**config.mk**
```make
export PLATFORM = sky130hd
export DESIGN_NAME = modn_channel
export DESIGN_NICKNAME = d
export VERILOG_FILES = /design/src/rtl/modn_pkg.sv /design/src/rtl/modn_channel.sv
export SDC_FILE = /design/constraint.sdc
export NUM_CORES = 1
export LEC_CHECK = 0
export ABC_AREA = 1
export ABC_CLOCK_PERIOD_IN_PS = 2850
export BUFFER_PORTS_ARGS = -buffer_cell sky130_fd_sc_hd__buf_2
export CAP_MARGIN = 20
export CORE_ASPECT_RATIO = 0.9
export CORE_MARGIN = 5
export CORE_UTILIZATION = 28
export CTS_CLUSTER_SIZE = 25
export DETAILED_ROUTE_END_ITERATION = 8
export PLACE_DENSITY = 0.45
export SYNTH_ARGS = -nofsm -noshare
export SYNTH_HDL_FRONTEND = slang
export SYNTH_SLANG_ARGS = --single-unit
```
**constraint.sdc**
```tcl
create_clock -name clk -period 2.85 [get_ports clk]
set_input_delay 0.57 -clock clk [delete_from_list [all_inputs] [get_ports clk]]
set_output_delay 0.57 -clock clk [all_outputs]
set_load 0.05 [all_outputs]
```
**src/rtl/modn_pkg.sv**
```systemverilog
// -----------------------------------------------------------------------------
// modn_pkg
// Shared definitions for the serial divisibility checker:
//   - state_t  : per-channel frame state (IDLE = 0, ACTIVE = 1)
//   - clog2()  : ceiling log2 with a floor of 1, used to size remainder buses
// -----------------------------------------------------------------------------
package modn_pkg;

  typedef enum logic {
    ST_IDLE   = 1'b0,
    ST_ACTIVE = 1'b1
  } state_t;

  // Width needed to hold values 0..value-1, never less than one bit.
  function automatic int clog2(input int value);
    int w;
    w = 1;
    for (int i = 1; i < 31; i++) begin
      if ((1 << i) < value) begin
        w = i + 1;
      end
    end
    return w;
  endfunction

endpackage : modn_pkg

```
**src/rtl/modn_channel.sv**
```systemverilog
// -----------------------------------------------------------------------------
// modn_channel
// One serial channel: receives a frame MSB first and reports the frame value
// modulo MOD, whether it is divisible by MOD, and the (saturating) bit count.
//
// Ports
//   clk       : clock, rising edge
//   rst       : asynchronous active-high reset
//   start     : first bit of a frame is on data this cycle
//   stop      : last bit of a frame is on data this cycle
//   data      : serial data bit
//   done      : one-cycle pulse, the cycle after stop, when a result is shown
//   result    : 1 when the last completed frame is divisible by MOD
//   remainder : last completed frame value mod MOD (held until next done)
//   length    : last completed frame bit count, saturating at 2^LEN_W-1
//   err       : one-cycle pulse after an aborted frame or a stray stop
// -----------------------------------------------------------------------------
module modn_channel
  import modn_pkg::*;
#(
  parameter int  MOD   = 3,
  parameter int  LEN_W = 8,
  localparam int REM_W = clog2(MOD)
) (
  input  logic             clk,
  input  logic             rst,
  input  logic             start,
  input  logic             stop,
  input  logic             data,
  output logic             done,
  output logic             result,
  output logic [REM_W-1:0] remainder,
  output logic [LEN_W-1:0] length,
  output logic             err
);

  localparam logic [REM_W:0]   MOD_EXT = (REM_W + 1)'(MOD);
  localparam logic [LEN_W-1:0] LEN_MAX = '1;
  localparam logic [LEN_W-1:0] LEN_ONE = LEN_W'(1);

  state_t r_state;
  state_t w_state_next;

  logic [REM_W-1:0] r_rem;
  logic [LEN_W-1:0] r_len;

  logic             r_done;
  logic             r_err;
  logic             r_result;
  logic [REM_W-1:0] r_remainder;
  logic [LEN_W-1:0] r_length;

  logic [REM_W:0]   w_rem_dbl;
  logic [REM_W:0]   w_rem_sub;
  logic [REM_W-1:0] w_rem_step;
  logic [REM_W-1:0] w_rem_first;
  logic [REM_W-1:0] w_rem_new;
  logic [LEN_W-1:0] w_len_step;
  logic [LEN_W-1:0] w_len_new;

  logic w_load;      // start of a frame: reload rem/len from this bit
  logic w_step;      // continuing frame: shift this bit in
  logic w_finish;    // this bit closes the frame: publish next cycle
  logic w_err_next;  // framing violation seen this cycle

  // ---------------------------------------------------------------------------
  // State register
  // ---------------------------------------------------------------------------
  always_ff @(posedge clk or posedge rst) begin
    if (rst) begin
      r_state <= ST_IDLE;
    end else begin
      r_state <= w_state_next;
    end
  end

  // ---------------------------------------------------------------------------
  // Next-state logic
  // A start together with stop is a complete 1-bit frame, so it never leaves
  // IDLE; any stop in ACTIVE ends the frame, even when it restarts it.
  // ---------------------------------------------------------------------------
  always_comb begin
    w_state_next = r_state;
    case (r_state)
      ST_IDLE: begin
        if (start && !stop) begin
          w_state_next = ST_ACTIVE;
        end
      end
      ST_ACTIVE: begin
        if (stop) begin
          w_state_next = ST_IDLE;
        end
      end
      default: w_state_next = ST_IDLE;
    endcase
  end

  // ---------------------------------------------------------------------------
  // Output / action decode
  // ---------------------------------------------------------------------------
  always_comb begin
    w_load     = start;
    w_step     = 1'b0;
    w_finish   = 1'b0;
    w_err_next = 1'b0;
    case (r_state)
      ST_IDLE: begin
        w_finish   = start & stop;
        w_err_next = stop & ~start;
      end
      ST_ACTIVE: begin
        w_step     = ~start;
        w_finish   = stop;
        w_err_next = start;   // restart aborts the frame in flight
      end
      default: begin
        w_step = 1'b0;
      end
    endcase
  end

  // ---------------------------------------------------------------------------
  // Remainder / length datapath
  // 2*rem+data is at most 2*MOD-1, so one conditional subtraction of MOD
  // brings it back into 0..MOD-1 without a divider.
  // ---------------------------------------------------------------------------
  always_comb begin
    w_rem_dbl   = {r_rem, data};
    w_rem_sub   = w_rem_dbl - MOD_EXT;
    w_rem_step  = REM_W'((w_rem_dbl >= MOD_EXT) ? w_rem_sub : w_rem_dbl);
    // A single bit is already below the divisor, which is at least 2.
    w_rem_first    = '0;
    w_rem_first[0] = data;
    w_len_step  = (r_len == LEN_MAX) ? r_len : r_len + LEN_ONE;
    w_rem_new   = w_load ? w_rem_first : w_rem_step;
    w_len_new   = w_load ? LEN_ONE : w_len_step;
  end

  always_ff @(posedge clk or posedge rst) begin
    if (rst) begin
      r_rem       <= '0;
      r_len       <= '0;
      r_done      <= 1'b0;
      r_err       <= 1'b0;
      r_result    <= 1'b0;
      r_remainder <= '0;
      r_length    <= '0;
    end else begin
      if (w_load || w_step) begin
        r_rem <= w_rem_new;
        r_len <= w_len_new;
      end
      r_done <= w_finish;
      r_err  <= w_err_next;
      // Published values only move on a completed frame.
      if (w_finish) begin
        r_remainder <= w_rem_new;
        r_length    <= w_len_new;
        r_result    <= (w_rem_new == '0);
      end
    end
  end

  assign done      = r_done;
  assign err       = r_err;
  assign result    = r_result;
  assign remainder = r_remainder;
  assign length    = r_length;

endmodule : modn_channel

```
==> results.md <==
* Async SR Flop Fraction at 100.0%
* H-tree Lvls at 1
* Die Ht at 73.10 um
* Post-CTS Hold Buffers at 0
* Setup crit start kind: register
* Combinational Power Share at 19.4%
* Unrepaired setup endpoints after global routing: false
* Top post-synthesis cells by area: dfrtp_1 (48%), nand2_1 (18%), nand3_1 (7.3%)
* Worst slew margin at 73.97%
* Cell mode on critical path: nor2_4
* Status: complete, no violations
* Worst Skew at about 0.0033 ns
* Post-cts resize count at 0
* Yosys warns at 0
* WP data required at 3.01 ns
* First-pass GRT wire length at 4878 um
* Largest net degree at the start of global routing at 25
* Internal Power at 0.0005964 W
* Post-route worst setup slack at between 1 and 1.5 ns
* Clk pwr share at 35.8%
* Worst hold path class: in -> async
* # rows at 23
* Setup WS pre-CTS at ~1.1 ns
* Total CTS buffers at 3
* Num Clock Sinks at 24
* Worst-path maximum fanout at 14
* Syn Nets at 160
* Switching power at 0.0002650 W
* Initial core utilization at 28.32%
* DRT Pass-1 Iters at 4
* CP Capture Type: register
* Post-CTS Setup Inserts at 0
* GR Overflow Total at 0
* Count leader, synth: nand2_1
* Final setup violation count at 0
* Yosys cell types at 24
* Setup tns final at 0 ns
* R2R setup slack at 1.23 ns
* Time the worst path needs with I/O delays and setup at 1.621 ns
* Reg-to-Reg Start: r_state$_DFF_PP0_
* Largest area contributor in the netlist: dfrtp_1
* Clk buf depth at 2
* Sequential Power Share at 44.8%
* Port bufs at 17
* Final period util at 56.87%
* Vias in the first global route at about 1100
* Worst path cell trace: nor2_4, nor2_4, clkinv_1, nand2_1, o21ai_0
* Final Hold Viols at 0
* Slew Viols, Final at 0
* Placed Area at about 0.0014 mm^2
* Nets at roughly 180
* Max-cap violation count at 0
* CTS Root Cell: clkbuf_8
* Worst-Skew Late Latency at ~0.27 ns
* WL final at 2781 um
* Crit path launch: r_state$_DFF_PP0_
* DRC errors left at 0
* # IOs at 18
* CTS clk-pin slew, worst paths at 0.09 ns
* Gr usage total at 10.64%
* FMAX at 0.6170 GHz
* Share of cells above drive strength 1 at 17.54%
* Routed length per instance at 11.94 um
* Main flop type after synthesis: dfrtp_1
* Layout area overhead at 18.89%
* Reg-to-Reg End: result$_DFFE_PP0P_
* Cells after synthesis at 153
* Reg2Reg Depth at 5
* Initial antenna violation count at 0
* Least-Margin Pin Slew at 0.3905 ns
* Bufs and invs on worst path at 1
* Leakage at 0.8138 nW
* Delay-heaviest family, CP: flip-flops
* Yosys top cell area share at 48.48%
* Placer's final routability congestion estimate at 0.7943
* Switching share of power at 30.76%
* Number of flops mapped to enable cells by yosys at 0
* Critical path's slowest cell: dfrtp_1
* Post-synth top cells: nand2_1 (61), dfrtp_1 (24), nand3_1 (18)
* Post-route ant nets at 0
* Dpl hpwl at roughly 2000 um
* DR vias/cell at roughly 4.4
* Syn Std Cell Area at roughly 0.0012 mm^2
* Post-synthesis sequential area ratio at 48.48%
* N_diodes at 0
* CTS tree: done
* Syn avg cell area at 8.096 um^2
* Critical path class: reg -> reg
* Cell Pwr Density at 585.0 mW/mm^2
* Width of the die at 80.11 um
* Design area at 0.001473 mm^2
* Crit path largest cell delay at 0.59 ns
* Via count at 1027
* Peak supply drop at 0.0002334 V
* #FFs+latches synth at 24
* Iter 0 DRT Violations at 62
* Critical path arrival at 1.79 ns
* Core region area at 0.004374 mm^2
* Die area at 0.005856 mm^2
[power groups by stage]
| stage | Combinational, W | Sequential, W | Clock (W) |
|---|---|---|---|
| after detailed placement | 0.000165 | 0.000392 | 0 |
| after global placement | 0.000163 | 0.000392 | 0 |
| after floorplan | 0.0000723 | 0.000445 | 0 |
| after CTS | 0.000165 | 0.000386 | 0.000311 |
| after global routing | 0.000187 | 0.000389 | 0.000325 |
| final | 0.000167 | 0.000386 | 0.000308 |
[registers in the layout (all words and copies together) (netlist names)]
name / cells
length: 8
r_len: 8
r_rem: 2
remainder: 2
done: 1
err: 1
r_state: 1
result: 1
[worst max-delay path by stage]
stage                     cells after the start  slack, ns              endpoint
final                                         5       1.23    result$_DFFE_PP0P_
after CTS                                     5       1.19    result$_DFFE_PP0P_
after detailed placement                      6       1.14    result$_DFFE_PP0P_
after global routing                          5        1.0    result$_DFFE_PP0P_
after global placement                        6       1.21    result$_DFFE_PP0P_
after floorplan                               7       1.53  r_rem[0]$_DFFE_PP0P_
[routing by layer]
layer	vias up	track usage, %	part of all wire, %
met4	0	5.253	1.9
met5	-	0	0
li1	523	-	-
met1	479	13.96	48
met3	7	2.099	4.1
met2	18	16.73	46
[cells in the final DEF, fill, tap and decap left out]
master and n:
ha_1 2, nand3_1 18, clkinv_1 1, dfrtp_1 24, buf_2 17, nand4_1 4, clkbuf_8 3, o21bai_1 1
nor2_4 2, a21oi_2 1, a31oi_1 1, nand2_4 1, o21ai_0 5, nor2_1 7, buf_16 1, nor2_8 1
nand3b_1 1, inv_2 1, inv_1 13, o21a_1 1, xnor2_1 1, nand3_2 1, nand3_4 1, bufinv_16 1
or2_1 1, nand2_1 61
[kinds of logic after synthesis]
kind of cell / count (synthesis) / share of synthesized area [%]
and+or+nand+nor: 98 / 37.58
adders and majority gates: 2 / 2.020
buffers and inverters: 19 / 6.767
DFF: 24 / 48.49
xor gates and xnor gates: 1 / 0.7072
AOI/OAI and AO/OA: 9 / 4.445
[worst reg2reg max path, stage by stage (launching register included)]
cell and delay, ns:
dfrtp_1 0.59, nor2_4 0.15, nor2_4 0.29, clkinv_1 0.30, nand2_1 0.11, o21ai_0 0.08
[layout make-up]
cell class	instances	area, um^2
clock buffer	3	41.29
multi-input combinational	110	554.3
timing repair buffer	18	112.6
inverter	15	56.30
fill	488	2902
tap	62	77.57
clock inverter	1	30.03
sequential	24	600.6
[through the flow]
step | total power, W | hold slack [ns] | cells | utilization, %
2_1_floorplan | 0.0005174 | 0.4537 | 153 | -
3_3_place_gp | 0.0005545 | 0.4638 | 228 | 31.41
3_5_place_dp | 0.0005567 | 0.4615 | 228 | 31.41
4_1_cts | 0.0008622 | 0.4740 | 232 | 33.04
5_1_grt | 0.0009014 | 0.1712 | 233 | 33.67
6_report | 0.0008615 | 0.1721 | 233 | 33.67
Power figures use the tool's default switching activity.
